<file path="src/rtl/riscv_ctrl_pkg.sv">
// Shared state encoding, opcode constants and datapath mux selects for the
// multi-cycle RISC-V controller and its datapath.
package riscv_ctrl_pkg;

  typedef enum logic [3:0] {
    ST_IDLE     = 4'd0,
    ST_FETCH    = 4'd1,
    ST_DECODE   = 4'd2,
    ST_EXEC_R   = 4'd3,
    ST_EXEC_I   = 4'd4,
    ST_WB_ALU   = 4'd5,
    ST_MEM_ADDR = 4'd6,
    ST_MEM_RD   = 4'd7,
    ST_WB_MEM   = 4'd8,
    ST_MEM_WR   = 4'd9,
    ST_BRANCH   = 4'd10,
    ST_JAL      = 4'd11,
    ST_TRAP     = 4'd12
  } state_e;

  localparam logic [6:0] OP_R      = 7'b0110011;
  localparam logic [6:0] OP_I      = 7'b0010011;
  localparam logic [6:0] OP_LOAD   = 7'b0000011;
  localparam logic [6:0] OP_STORE  = 7'b0100011;
  localparam logic [6:0] OP_BRANCH = 7'b1100011;
  localparam logic [6:0] OP_JAL    = 7'b1101111;

  localparam logic [1:0] SRC_A_PC    = 2'b00;
  localparam logic [1:0] SRC_A_RS1   = 2'b01;
  localparam logic [1:0] SRC_A_OLDPC = 2'b10;

  localparam logic [1:0] SRC_B_RS2  = 2'b00;
  localparam logic [1:0] SRC_B_FOUR = 2'b01;
  localparam logic [1:0] SRC_B_IMM  = 2'b10;

  localparam logic [1:0] ALU_ADD    = 2'b00;
  localparam logic [1:0] ALU_SUB    = 2'b01;
  localparam logic [1:0] ALU_RFUNCT = 2'b10;
  localparam logic [1:0] ALU_IFUNCT = 2'b11;

  localparam logic [1:0] PC_SRC_ALU    = 2'b00;
  localparam logic [1:0] PC_SRC_ALUOUT = 2'b01;

  localparam logic [1:0] WB_ALUOUT = 2'b00;
  localparam logic [1:0] WB_MDR    = 2'b01;
  localparam logic [1:0] WB_PC     = 2'b10;

endpackage

</file>
<file path="src/rtl/riscv_multicycle_controller_timer.sv">
// Fixed-latency memory wait: done is high on the last cycle of an access that
// has been active for MEM_LATENCY cycles since the last clear.
module mem_wait_timer #(
  parameter int MEM_LATENCY = 2
) (
  input  logic clk,
  input  logic rst,
  input  logic clear,
  input  logic active,
  output logic done
);

  localparam int W = (MEM_LATENCY > 1) ? $clog2(MEM_LATENCY) : 1;

  logic [W-1:0] cnt_q;

  assign done = (cnt_q == W'(MEM_LATENCY - 1));

  always_ff @(posedge clk or posedge rst) begin
    if (rst) begin
      cnt_q <= '0;
    end else if (clear) begin
      cnt_q <= '0;
    end else if (active && !done) begin
      cnt_q <= cnt_q + W'(1);
    end
  end

endmodule

</file>
<file path="src/rtl/riscv_multicycle_controller.sv">
// Multi-cycle main controller: Moore control decode per state, shared memory
// port with handshake or fixed-latency wait, retired counter and sticky trap.
module riscv_multicycle_controller
  import riscv_ctrl_pkg::*;
#(
  parameter int MEM_HANDSHAKE = 1,
  parameter int MEM_LATENCY   = 2,
  parameter int ENABLE_JAL    = 1,
  parameter int CNT_W         = 32
) (
  input  logic             clk,
  input  logic             rst,
  input  logic [6:0]       opcode,
  input  logic             mem_ready,
  output logic             pc_write,
  output logic             pc_write_cond,
  output logic             ir_write,
  output logic             i_or_d,
  output logic             mem_read,
  output logic             mem_write,
  output logic [1:0]       mem_to_reg,
  output logic             reg_write,
  output logic [1:0]       alu_src_a,
  output logic [1:0]       alu_src_b,
  output logic [1:0]       alu_op,
  output logic [1:0]       pc_source,
  output logic             instr_done,
  output logic [CNT_W-1:0] instret,
  output logic             illegal,
  output logic [3:0]       state_o
);

  state_e           state_q, state_d;
  logic [CNT_W-1:0] instret_q;
  logic             illegal_q;
  logic             mem_state;
  logic             mem_ok;

  assign mem_state = (state_q == ST_FETCH) || (state_q == ST_MEM_RD) || (state_q == ST_MEM_WR);

  generate
    if (MEM_HANDSHAKE != 0) begin : g_handshake
      assign mem_ok = mem_ready;
    end else begin : g_fixed
      logic unused_mem_ready;
      assign unused_mem_ready = mem_ready;
      // Clearing whenever idle or finishing guarantees a zero count on every entry.
      mem_wait_timer #(.MEM_LATENCY(MEM_LATENCY)) u_timer (
        .clk    (clk),
        .rst    (rst),
        .clear  (!mem_state || mem_ok),
        .active (mem_state),
        .done   (mem_ok)
      );
    end
  endgenerate

  always_comb begin
    state_d = state_q;
    case (state_q)
      ST_IDLE:     state_d = ST_FETCH;
      ST_FETCH:    if (mem_ok) state_d = ST_DECODE;
      ST_DECODE: begin
        case (opcode)
          OP_R:               state_d = ST_EXEC_R;
          OP_I:               state_d = ST_EXEC_I;
          OP_LOAD, OP_STORE:  state_d = ST_MEM_ADDR;
          OP_BRANCH:          state_d = ST_BRANCH;
          OP_JAL:             state_d = (ENABLE_JAL != 0) ? ST_JAL : ST_TRAP;
          default:            state_d = ST_TRAP;
        endcase
      end
      ST_EXEC_R, ST_EXEC_I: state_d = ST_WB_ALU;
      ST_MEM_ADDR: state_d = (opcode == OP_LOAD) ? ST_MEM_RD : ST_MEM_WR;
      ST_MEM_RD:   if (mem_ok) state_d = ST_WB_MEM;
      ST_MEM_WR:   if (mem_ok) state_d = ST_FETCH;
      ST_WB_ALU, ST_WB_MEM, ST_BRANCH, ST_JAL: state_d = ST_FETCH;
      ST_TRAP:     state_d = ST_TRAP;
      default:     state_d = ST_IDLE;
    endcase
  end

  assign instr_done = (state_q == ST_WB_ALU) || (state_q == ST_WB_MEM) ||
                      (state_q == ST_BRANCH) || (state_q == ST_JAL) ||
                      ((state_q == ST_MEM_WR) && mem_ok);

  always_ff @(posedge clk or posedge rst) begin
    if (rst) begin
      state_q   <= ST_IDLE;
      instret_q <= '0;
      illegal_q <= 1'b0;
    end else begin
      state_q <= state_d;
      if (instr_done) instret_q <= instret_q + CNT_W'(1);
      if (state_d == ST_TRAP) illegal_q <= 1'b1;
    end
  end

  always_comb begin
    pc_write      = 1'b0;
    pc_write_cond = 1'b0;
    ir_write      = 1'b0;
    i_or_d        = 1'b0;
    mem_read      = 1'b0;
    mem_write     = 1'b0;
    mem_to_reg    = WB_ALUOUT;
    reg_write     = 1'b0;
    alu_src_a     = SRC_A_PC;
    alu_src_b     = SRC_B_RS2;
    alu_op        = ALU_ADD;
    pc_source     = PC_SRC_ALU;
    case (state_q)
      ST_FETCH: begin
        mem_read  = 1'b1;
        alu_src_b = SRC_B_FOUR;
        ir_write  = mem_ok;
        pc_write  = mem_ok;
      end
      ST_DECODE: begin
        alu_src_a = SRC_A_OLDPC;
        alu_src_b = SRC_B_IMM;
      end
      ST_EXEC_R: begin
        alu_src_a = SRC_A_RS1;
        alu_op    = ALU_RFUNCT;
      end
      ST_EXEC_I: begin
        alu_src_a = SRC_A_RS1;
        alu_src_b = SRC_B_IMM;
        alu_op    = ALU_IFUNCT;
      end
      ST_WB_ALU: reg_write = 1'b1;
      ST_MEM_ADDR: begin
        alu_src_a = SRC_A_RS1;
        alu_src_b = SRC_B_IMM;
      end
      ST_MEM_RD: begin
        mem_read = 1'b1;
        i_or_d   = 1'b1;
      end
      ST_WB_MEM: begin
        reg_write  = 1'b1;
        mem_to_reg = WB_MDR;
      end
      ST_MEM_WR: begin
        mem_write = 1'b1;
        i_or_d    = 1'b1;
      end
      ST_BRANCH: begin
        alu_src_a     = SRC_A_RS1;
        alu_op        = ALU_SUB;
        pc_write_cond = 1'b1;
        pc_source     = PC_SRC_ALUOUT;
      end
      ST_JAL: begin
        pc_write   = 1'b1;
        pc_source  = PC_SRC_ALUOUT;
        reg_write  = 1'b1;
        mem_to_reg = WB_PC;
      end
      default: ;
    endcase
  end

  assign instret = instret_q;
  assign illegal = illegal_q;
  assign state_o = state_q;

endmodule

</file>
<file path="config.mk">
export PLATFORM = sky130hd
export DESIGN_NAME = riscv_multicycle_controller
export DESIGN_NICKNAME = d
export VERILOG_FILES = /design/src/rtl/riscv_ctrl_pkg.sv /design/src/rtl/riscv_multicycle_controller_timer.sv /design/src/rtl/riscv_multicycle_controller.sv
export SDC_FILE = /design/constraint.sdc
export NUM_CORES = 1
export LEC_CHECK = 0
export BUFFER_PORTS_ARGS = -buffer_cell sky130_fd_sc_hd__buf_4
export CAP_MARGIN = 20
export CELL_PAD_IN_SITES_DETAIL_PLACEMENT = 1
export CELL_PAD_IN_SITES_GLOBAL_PLACEMENT = 1
export CORE_ASPECT_RATIO = 1.75
export CORE_UTILIZATION = 35
export DETAILED_ROUTE_END_ITERATION = 8
export MAX_ROUTING_LAYER = met4
export PLACE_DENSITY_LB_ADDON = 0.1
export RECOVER_POWER = 100
export SLEW_MARGIN = 20
export SYNTH_ARGS = -nofsm -noshare
export SYNTH_HDL_FRONTEND = slang
export SYNTH_HIERARCHICAL = 1
export SYNTH_SLANG_ARGS = --single-unit
</file>
<file path="constraint.sdc">
create_clock -name clk -period 2.3 [get_ports clk]
set_input_delay 0.115 -clock clk [delete_from_list [all_inputs] [get_ports clk]]
set_output_delay 0.115 -clock clk [all_outputs]
set_load 0.01 [all_outputs]
</file>
# After elaboration in Yosys (flattened, before gate mapping)
# Index checks and enable logic that the tools add are counted.
# word_totals
regBits	37
latchBits	0
mem_bits_rw	0
mem_bits_ro	0
inputBits	10
out_inout_bits	55
wordCells	56
mem_count	0
# classes
addsub	1
mul	0
div_mod_pow	0
order_cmp	0
eq_ne	19
shift	0
muxes	18
n_bitwise	0
n_reduce_logical	15
# ops
op	count
32-bit by 1-bit adder with 32-bit output, second input constant	1
4-bit case mux with 8 select lines	1
4-bit equality test, second input constant	6
4-bit case mux with 5 select lines	1
4-bit by 3-bit equality test with 1-bit output, second input constant	4
4-bit two-way mux	4
7-bit by 6-bit equality test with 1-bit output, second input constant	2
7-bit equality test, second input constant	2
2-bit case mux with 2 select lines	3
2-bit OR reduction	5
4-bit by 2-bit equality test with 1-bit output, second input constant	2
7-bit by 2-bit equality test with 1-bit output, second input constant	1
7-bit by 5-bit equality test with 1-bit output, second input constant	1
1-bit two-way mux	7
2-bit case mux with 3 select lines	1
3-bit OR reduction	2
5-bit OR reduction	1
4-bit by 1-bit equality test with 1-bit output, second input constant	1
4-bit logical NOT	1
1-bit logical OR	4
4-bit OR reduction	1
1-bit case mux with 2 select lines	1
1-bit logical AND	1

# Longest topological paths before layout
# Gate-level depths: netlist (run 1).
# depth
word_depth	5
mapped_depth	7
depth_no_buf	5

# Least setup slack after synthesis (run 1)
# OpenSTA, ideal clock, no wires.
# synth_timing
path_type	register -> register
startpoint	register state_q[1], in the netlist state_o[1]
endpoint	register instret_q[8], in the netlist instret[8]
t_arrival_ps	1601
path_slack_ps	572
stages_incl_launch_ff	7
n_path_buf	1
period_less_slack_ps	1728
path_cell_list	dfrtp_1 -> nand2b_1 -> o22ai_4 -> and4_1 -> buf_2 -> nand3_1 -> xnor2_1
# synth_via
elab_chain_len	5
# synth_rtl
item	line	source
start: declaration	riscv_multicycle_controller.sv:33	state_e state_q, state_d;
start signal: assignment	riscv_multicycle_controller.sv:93	state_q <= state_d;
4-bit by 3-bit equality test with 1-bit output / 4-bit equality test (equally long branches)	riscv_multicycle_controller.sv:83	assign instr_done = (state_q == ST_WB_ALU) || (state_q == ST_WB_MEM) ||
1-bit logical OR (2 in a row)	riscv_multicycle_controller.sv:83	
1-bit logical OR	riscv_multicycle_controller.sv:84	(state_q == ST_BRANCH) || (state_q == ST_JAL) ||
1-bit logical OR *	riscv_multicycle_controller.sv:84	
named net instr_done	riscv_multicycle_controller.sv:27	output logic instr_done,
end signal: assignment	riscv_multicycle_controller.sv:94	if (instr_done) instret_q <= instret_q + CNT_W'(1);
end: declaration	riscv_multicycle_controller.sv:34	logic [CNT_W-1:0] instret_q;
# Mark *: on every way through the listed nets, which the timed path passes. The rest lies on a longest branch.
# A chain may end at the register's enable or synchronous reset.

# Final worst setup path (run 1)
# layout_timing
startpoint	register state_q[2], in the netlist state_o[2]
endpoint	register illegal_q, in the netlist illegal
# layout_via
elab_chain_len	4
# layout_rtl
item	line	source
4-bit by 3-bit equality test with 1-bit output, or another cell as far along	riscv_multicycle_controller.sv:60	case (state_q)
5-bit OR reduction (no line) / 2-bit OR reduction (equally long branches)	n/a	
4-bit case mux with 8 select lines *	riscv_multicycle_controller.sv:60	
named net state_d[3]	riscv_multicycle_controller.sv:33	
4-bit equality test *	riscv_multicycle_controller.sv:95	if (state_d == ST_TRAP) illegal_q <= 1'b1;
end signal: assignment	riscv_multicycle_controller.sv:91	illegal_q <= 1'b0;
end signal: assignment	riscv_multicycle_controller.sv:95	
end: declaration	riscv_multicycle_controller.sv:35	logic illegal_q;
# Marked as above.

==> results.md, run 1 <==
* Outcome: complete, no violations
* Multiplexer area fraction after synthesis at 1.60%
* Yosys warns at 6
* Antenna violations before repair at 0
* Max cap viols at 0
* Max-slew headroom at 40.0%
* GR Util All Layers at 19.9%
* Slew Limit Fails at 0
* Area Growth Syn to Fin at 23.2%
* Global-route track usage on met3 at 2.26%
* CTS Buf Count at 5
* Total gr overflow at 0
* CTS tree: built
* Top FF cell, synth: dfrtp_1
* Std cell rows at 36
* Clock tree buffer depth at 2
* Setup TNS at 0 ns
* Synth Area in Adders at 1.11%
* Initial Utilization at 36.5%
* CP Max Fanout at 10
* DRT Pass-1 Iters at 4
* First-pass GRT wire length at 8900 um
* Post-synthesis compound-gate area fraction at 7.25%
* RSZ-0062 raised after global routing: false
* Antenna-violating nets left at 0
* DIE HEIGHT at 103 um
* Sequential area share after synthesis at 45.5%
* Met2 Track Usage GR at 36.2%
* Final Core Density at 44.9%
* Worst clock skew at 0.00418 ns
* Antenna diode count at 0
* Mapped Avg Cell Area at 9.79 um^2
* CTS sink cnt at 37
* Root buffer cell: clkbuf_8
* # DRC at 0
* H-tree levels at 2
* F_max at 510 MHz
* Crit path capture type: flop
* Post-synth EDFFs at 0
* Power Dens Cells at 909 nW/um^2
* Post-Synth Simple-Gate Area at 27.3%
* # IOs at 65
* Final total power at 2280 uW
* Synth top area share at 45.5%
* Critical path data arrival time at 2.19 ns
* Crit path required time at 2.52 ns
* Crit path kind: flop to flop
* WL final at 5480 um
* Layout cell share with drive strength beyond 1 at 11.1%
* HP Class: primary input to flop
* Avg Vias per Cell at 5.10
* DP Wirelength at 4280 um
* Global route hottest layer: met2
* # fillers at 721
* Final WS setup at 0.337 ns
* Largest family of logic cells by synthesized area: simple AND/OR/NAND/NOR gates
* Area of placed instances at 2620 um^2
* Cell taking the most area after synthesis: dfrtp_1
* GP Congestion at 0.826
* Leakage at 0.00112 uW
* Post-synthesis register bit count at 37
* Post-Syn Nets at 219
* Count of input and output buffers at 63
* Xor and xnor area share after synthesis at 14.2%
* Mapped Cells at 208
* Post-synthesis cell type count at 41
* Core Region at 5590 um^2
* Synth top area cells: dfrtp_1, xnor2_1, xor2_1, nand4_1, nand3_1
* Final hold violation count at 0
* Worst skew pair latency at 0.28 ns
* Die W at 59.7 um
* Final instance area at 2510 um^2
* Crit start category: flop
* Pin count of the biggest net entering global routing at 38
* IR drop worst, VDD at 0.000402 V
* Die area at 6140 um^2
* Cell Area, Synth at 2040 um^2
* Final net count at 290
* Initial DRC count at 87
* CTS clk-pin slew, worst paths at 0.07 ns
* Period utilization at 85.3%
* Vias in the first global route at 1801
* Worst-margin pin slew at 0.901 ns
* Drt wl/cell at 15.4 um
* Vias at 1810
* Async SR Flop Fraction at 100%
* Tmin final at 1.96 ns
* Worst slack, placed at 0.342 ns
* Final setup viols at 0
* Grt met1 use at 21.3%
## power by group
part	switching, uW	internal, uW	leakage, uW	total (uW)
logic	592	388	0.000579	980
registers	112	733	0.000495	845
clock network	218	238	0.0000443	455
total	922	1360	0.00112	2280
## cell type report
class / count / area [um^2] / area share (%)
repair buffers: 71 / 342 / 13.6
clock buffers: 7 / 86.3 / 3.44
multi-input cells: 158 / 1040 / 41.4
well taps: 76 / 95.1 / 3.79
flip-flops and latches: 37 / 926 / 36.9
inverters: 6 / 22.5 / 0.897
## state kept, by name (all words and copies together) (netlist names)
| register | flops |
|---|---|
| illegal | 1 |
| instret | 32 |
| state_o | 4 |
## critical path, cell delays in order (launching register included)
cell	delay (ns)
dfrtp_1	0.55
clkbuf_1	0.34
mux2_2	0.38
o32ai_1	0.35
a31o_2	0.18
a21o_1	0.11
## kinds of logic (layout without fill, tap and decap cells)
group                      after synthesis  count (layout)
and+or+nand+nor                         98              98
DFF                                     37              37
xor gates and xnor gates                33              33
AOI/OAI and AO/OA                       21              21
buffers and inverters                   13              84
muxes                                    3               3
adders and majority gates                2               2
other                                    1               1
## cell usage after synthesis (all sizes together) (6+ instances only)
| master | instances |
|---|---|
| dfrtp | 37 |
| xnor2 | 19 |
| nor2 | 18 |
| nand3 | 17 |
| nand4 | 14 |
| xor2 | 14 |
| nor3 | 12 |
| nand2 | 10 |
| and3 | 8 |
| inv | 6 |
| nand2b | 6 |
| o21ai | 6 |
## layout by cell type, fill, tap and decap left out, types with 2 or more instances in the layout
cell type / count
clkbuf_1: 52
dfrtp_1: 37
xnor2_1: 19
nor2_1: 18
nand3_1: 17
buf_4: 17
xor2_1: 14
nand4_1: 13
nor3_1: 12
nand2_1: 10
and3_1: 8
nand2b_1: 6
inv_1: 6
o21ai_0: 6
clkbuf_8: 6
and4_1: 4
a21oi_1: 4
mux2_2: 2
and2_0: 2
nor2b_1: 2
a21o_1: 2
## worst paths after layout
| check | cells past startpoint | slack, ns | end | start |
|---|---|---|---|---|
| max reg2reg | 5 | 0.34 | illegal | state_o[2] |
| min reg2reg | 1 | 0.47 | instret[31] | instret[31] |
| max | 5 | 0.34 | illegal | state_o[2] |
| min in group asynchronous | 4 | 0.69 | instret[2] | rst |
| max in group asynchronous | 4 | 1.05 | instret[30] | rst |
| min | 3 | 0.17 | state_o[1] | opcode[0] |
## stage by stage
stage	hold WS [ns]	instances
final	0.173	355
after global routing	0.195	355
after CTS	0.177	355
after detailed placement	0.267	347
after global placement	0.269	347
after floorplan	0.261	208
## repair_timing
action	CTS	global route
setup buffers	0	0
hold endpoints to repair	37	0
gates resized for setup	0	0
hold buffers	1	0
## metal layers
| metal | wire length (um) | up-vias |
|---|---|---|
| met5 | 0 | - |
| met4 | 147 | 0 |
| met3 | 147 | 13 |
| met2 | 3100 | 46 |
| met1 | 2080 | 879 |
| li1 | - | 872 |
(Power assumes the default switching activity.)
==> run 2, diff against run 1 <==
--- a/config.mk
+++ b/config.mk
@@ -5,16 +5,16 @@
 export SDC_FILE = /design/constraint.sdc
 export NUM_CORES = 1
 export LEC_CHECK = 0
+export ABC_CLOCK_PERIOD_IN_PS = 2300
 export BUFFER_PORTS_ARGS = -buffer_cell sky130_fd_sc_hd__buf_4
 export CAP_MARGIN = 20
 export CELL_PAD_IN_SITES_DETAIL_PLACEMENT = 1
 export CELL_PAD_IN_SITES_GLOBAL_PLACEMENT = 1
 export CORE_ASPECT_RATIO = 1.75
-export CORE_UTILIZATION = 35
+export CORE_UTILIZATION = 38
 export DETAILED_ROUTE_END_ITERATION = 8
 export MAX_ROUTING_LAYER = met4
 export PLACE_DENSITY_LB_ADDON = 0.1
-export RECOVER_POWER = 100
 export SLEW_MARGIN = 20
 export SYNTH_ARGS = -nofsm -noshare
 export SYNTH_HDL_FRONTEND = slang
==> results.md, run 2 (synthesis results as in run 1) <==
* Die W at 57.3 um
* Sequential Power Share at 34.6%
* Root buffer cell: clkbuf_8
* Layout cell share with drive strength beyond 1 at 30.5%
* Drt wl/cell at 15.8 um
* GR Util All Layers at 20.6%
* IR drop worst, VDD at 0.000488 V
* Period utilization at 82.1%
* Area Growth Syn to Fin at 31.5%
* Count of input and output buffers at 63
* CTS sink cnt at 37
* Critical path data arrival time at 2.10 ns
* Slew Limit Fails at 0
* Setup TNS at 0 ns
* Worst skew pair latency at 0.29 ns
* Failing checks: DRC
* Final WS setup at 0.413 ns
* CP Max Fanout at 10
* Net Sw Power at 908 uW
* Max cap viols at 0
* Largest register FFs at 32
* Avg Vias per Cell at 5.45
* Crit path top cell by count: and3_1
* Crit path required time at 2.51 ns
* Core Region at 5060 um^2
* Most frequent cells in the layout: buf_4, dfrtp_1, xnor2_1
* GP Congestion at 0.805
* Vias in the first global route at 1831
* Max stage delay on crit path at 0.43 ns
* Initial Utilization at 40.2%
* Tmin final at 1.89 ns
* Slowest stage cell, crit path: and3_1
* Flip-flop and latch area at 926 um^2
* Power Dens Cells at 887 nW/um^2
* Hold_ws at 0.165 ns
* Worst-margin pin slew at 0.537 ns
* CTS Buf Count at 5
* Worst clock skew at 0.00997 ns
* WL final at 5260 um
* Final net count at 289
* Max-slew headroom at 63.7%
* F_max at 530 MHz
* Die area at 5670 um^2
* Crit path capture type: flop
* HP Class: primary input to flop
* DRT Pass-1 Iters at 6
* Post-CTS setup buffers at 0
* Antenna violations before repair at 0
* # DRC at 8
* DIE HEIGHT at 98.9 um
* Commonest non-fill, non-tap cell in the layout: buf_4
* CTS tree: built
* CTS clk-pin slew, worst paths at 0.07 ns
* Worst path cell trace: nand2b_1, o22ai_4, and3_1, and3_1, xor2_1
* CP Buf/Inv Count at 0
* Vias at 1815
* Antenna diode count at 0
* Combinational Power Share at 47.4%
* Worst slack, placed at 0.407 ns
* RSZ-0062 raised after global routing: false
* Antenna-violating nets left at 0
* Total gr overflow at 0
* DP Wirelength at 4040 um
* Clock Power Share at 18.0%
* Post-cts sizing count at 0
* Leakage at 0.00133 uW
* Net Sw Frac at 38.2%
* H-tree levels at 2
* Int Pwr at 1470 uW
* Clock tree buffer depth at 2
* Final Core Density at 52.9%
* Pin count of the biggest net entering global routing at 38
* Std cell rows at 34
* Outcome: finished, violations left
* Final setup viols at 0
* CTS Hold Buffers Added at 1
* Final instance area at 2680 um^2
* Cell family with most CP delay: simple AND/OR/NAND/NOR gates
* Area of placed instances at 2590 um^2
* # IOs at 65
* Initial DRC count at 53
* Final hold violation count at 0
* Area of the multi-input gates at 1050 um^2
* Crit start category: flop
* # fillers at 599
* First-pass GRT wire length at 8830 um
* Crit path kind: flop to flop
==> run 2: changes by cell type in the layout (fill, tap and decap cells not counted), moves of 2 or more <==
cell,change
and2_1,+2
and2_0,-2
buf_4,+52
clkbuf_1,-51
clkinv_2,+2
==> run 2: area by class of cell <==
| type | count | share of cell area, % |
|---|---|---|
| Clock buffer | 6 | 2.71 |
| Clock inverter | 2 | 0.374 |
| Inverter | 6 | 0.841 |
| Multi-Input combinational cell | 158 | 39.3 |
| Sequential cell | 37 | 34.6 |
| Tap cell | 54 | 2.52 |
| Timing Repair Buffer | 70 | 19.7 |
==> run 2: power groups by stage <==
stage	logic, uW	registers [uW]	clock network (uW)
finish	1130	822	429
global route	1230	835	467
CTS	1140	823	452
detailed placement	1130	835	0
global placement	1120	829	0
floorplan	595	868	0
==> run 2: per-stage QoR <==
step,cells,total power [uW]
CTS,333,2410
global route,333,2530
finish,333,2380
global placement,324,1950
floorplan,208,1460
detailed placement,324,1970
==> run 2: worst paths after layout <==
path	from	to	slack, ns	cells past startpoint
setup / recovery	state_o[3]	instret[11]	0.41	5
hold / removal	mem_ready	state_o[1]	0.17	3
setup reg to reg	state_o[3]	instret[11]	0.41	5
hold reg to reg	illegal	illegal	0.48	1
max in group asynchronous	rst	instret[23]	1.47	4
min in group asynchronous	rst	instret[3]	0.50	4
==> run 2: metal layers <==
metal / GRT usage (%) / up-vias / part of all wire (%)
met2: 36.4 / 42 / 55
met4: 7.50 / 0 / 2.4
li1: - / 874 / -
met5: - / - / 0
met1: 22.9 / 887 / 39
met3: 2.89 / 12 / 2.9
==> run 2: worst reg2reg max path: cells and delay by family, from the launching register on <==
kind | cells | cell delay (ns)
xor+xnor | 1 | 0.15
flops | 1 | 0.40
simple gates | 3 | 0.90
compound gates | 1 | 0.36
==> run 3, diff against run 2 <==
--- a/config.mk
+++ b/config.mk
@@ -5,13 +5,13 @@
 export SDC_FILE = /design/constraint.sdc
 export NUM_CORES = 1
 export LEC_CHECK = 0
-export ABC_CLOCK_PERIOD_IN_PS = 2300
+export ABC_CLOCK_PERIOD_IN_PS = 1560
 export BUFFER_PORTS_ARGS = -buffer_cell sky130_fd_sc_hd__buf_4
 export CAP_MARGIN = 20
 export CELL_PAD_IN_SITES_DETAIL_PLACEMENT = 1
 export CELL_PAD_IN_SITES_GLOBAL_PLACEMENT = 1
 export CORE_ASPECT_RATIO = 1.75
-export CORE_UTILIZATION = 38
+export CORE_UTILIZATION = 34
 export DETAILED_ROUTE_END_ITERATION = 8
 export MAX_ROUTING_LAYER = met4
 export PLACE_DENSITY_LB_ADDON = 0.1
==> constraint.sdc (replaced) <==
create_clock -name clk -period 1.56 [get_ports clk]
set_input_delay 0.078 -clock clk [delete_from_list [all_inputs] [get_ports clk]]
set_output_delay 0.078 -clock clk [all_outputs]
set_load 0.01 [all_outputs]
==> results.md, run 3 (synthesis results as in run 1) <==
* # DRC at 0
* Number of cells on the critical path at 6
* GP Congestion at 0.826
* Final setup viols at 27
* Critical path data arrival time at 1.85 ns
* Final total power at 4600 uW
* CP Buf/Inv Count at 3
* Leakage at 0.00178 uW
* Crit path required time at 1.75 ns
* Cell family with most CP delay: compound AO/OA/AOI/OAI gates
* F_max at 602 MHz
* Pin count of the biggest net entering global routing at 38
* Hold Crit Depth at 3
* Slowest stage cell, crit path: dfrtp_1
* Root buffer cell: clkbuf_8
* Count of input and output buffers at 63
* Crit path kind: flop to flop
* Initial DRC count at 80
* Largest register FFs at 32
* Area Growth Syn to Fin at 74.6%
* Antenna-violating nets left at 0
* H-tree levels at 2
* Period utilization at 106%
* Die area at 6320 um^2
* CTS tree: built
* Final net count at 348
* CTS sink cnt at 37
* Final hold violation count at 0
* Crit path capture type: flop
* Reg2Reg Depth at 6
* RSZ-0062 raised after global routing: true
* Std cell rows at 37
* # fillers at 670
* DRT Pass-1 Iters at 4
* First-pass GRT wire length at 9780 um
* Worst clock skew at 0.00603 ns
* Final WS setup at -0.0998 ns
* Most frequent cells in the layout: buf_4, dfrtp_1, xnor2_1
* Clock tree buffer depth at 2
* CP Max Fanout at 3
* HP Class: primary input to flop
* WL final at 6940 um
* Slew Limit Fails at 0
* Avg Vias per Cell at 5.00
* Die W at 60.5 um
* # IOs at 65
* Max stage delay on crit path at 0.41 ns
* DP Wirelength at 4650 um
* Antenna violations before repair at 0
* Tmin final at 1.66 ns
* Core Region at 5830 um^2
* Antenna diode count at 0
* Max cap viols at 0
* Crit start category: flop
* Layout cell share with drive strength beyond 1 at 58.3%
* CTS clk-pin slew, worst paths at 0.08 ns
* Max-slew headroom at 61.2%
* Power Dens Cells at 1290 nW/um^2
* Worst skew pair latency at 0.29 ns
* Vias at 2082
* Initial Utilization at 34.9%
* IR drop worst, VDD at 0.000634 V
* Drt wl/cell at 16.7 um
* Failing checks: setup timing
* Final Core Density at 61.0%
* Commonest non-fill, non-tap cell in the layout: buf_4
* Total gr overflow at 0
* Worst path cell trace: buf_6, clkinvlp_4, buf_4, a21oi_1, o311ai_0, a21o_1
* Outcome: finished, violations left
* Vias in the first global route at 2065
* GR Util All Layers at 20.9%
* DIE HEIGHT at 104 um
* Worst-margin pin slew at 0.574 ns
* CTS Buf Count at 5
==> run 3: changes by cell type in the layout (fill, tap and decap cells not counted), sizes merged <==
cell,previous run,this run
inv,6,5
buf,69,128
clkinvlp,0,1
==> run 3: layout make-up <==
| cell class | count | area [um^2] | area share, % |
|---|---|---|---|
| timing repair buffer | 129 | 1030 | 29.1 |
| sequential | 37 | 931 | 26.2 |
| tap | 78 | 97.6 | 2.74 |
| multi-input combinational | 158 | 1380 | 38.9 |
| clock inverter | 2 | 10.0 | 0.281 |
| inverter | 6 | 26.3 | 0.739 |
| clock buffer | 6 | 72.6 | 2.04 |
==> run 3: tightest hold or removal path, stage by stage <==
cell	delay (ns)
buf_4	0.13
nand4_1	0.07
o22ai_1	0.08
==> run 3: power breakdown <==
group          internal [uW]  switching, uW  total (uW)
registers               1090            132        1220
logic                   1430           1290        2720
clock network            310            352         662
==> run 3: per-layer routing <==
| metal | routed length, um | vias to the layer above | part of all wire, % | track usage (%) |
|---|---|---|---|---|
| met3 | 155 | 12 | 2.2 | 2.24 |
| met4 | 129 | 0 | 1.9 | 7.47 |
| met1 | 2510 | 1029 | 36 | 22.1 |
| met2 | 4140 | 48 | 60 | 38.1 |
| met5 | 0 | - | 0 | - |
| li1 | - | 993 | - | - |
==> run 3: final timing paths <==
kind	startpoint	end	slack [ns]
worst min-delay path	opcode[0]	state_o[0]	0.11
worst max-delay path	state_o[3]	illegal	-0.1
worst min register to register	illegal	illegal	0.48
min in group asynchronous	rst	instret[3]	0.52
worst max register to register	state_o[3]	illegal	-0.1
max in group asynchronous	rst	state_o[0]	0.68
==> run 3: what timing repair did <==
action                                  in CTS  in global routing
buffers inserted                            13                  9
gates resized for setup                     27                 47
hold buffers                                 1                  0
pin swaps                                   19                 28
endpoints found under the setup margin      24                 39
endpoints found under the hold margin       37                  0
==> run 3: through the flow <==
step	TNS, ns	std cells	area (um^2)	worst slack (ns)	hold slack, ns
3_3_place_gp	0	385	2970	0.00106	0.245
2_1_floorplan	-1.01	208	2130	-0.0803	0.224
3_5_place_dp	-0.142	385	2970	-0.0303	0.247
5_1_grt	-4.10	416	3560	-0.158	0.104
4_1_cts	-0.730	407	3280	-0.0728	0.104
6_report	-1.34	416	3560	-0.0998	0.111
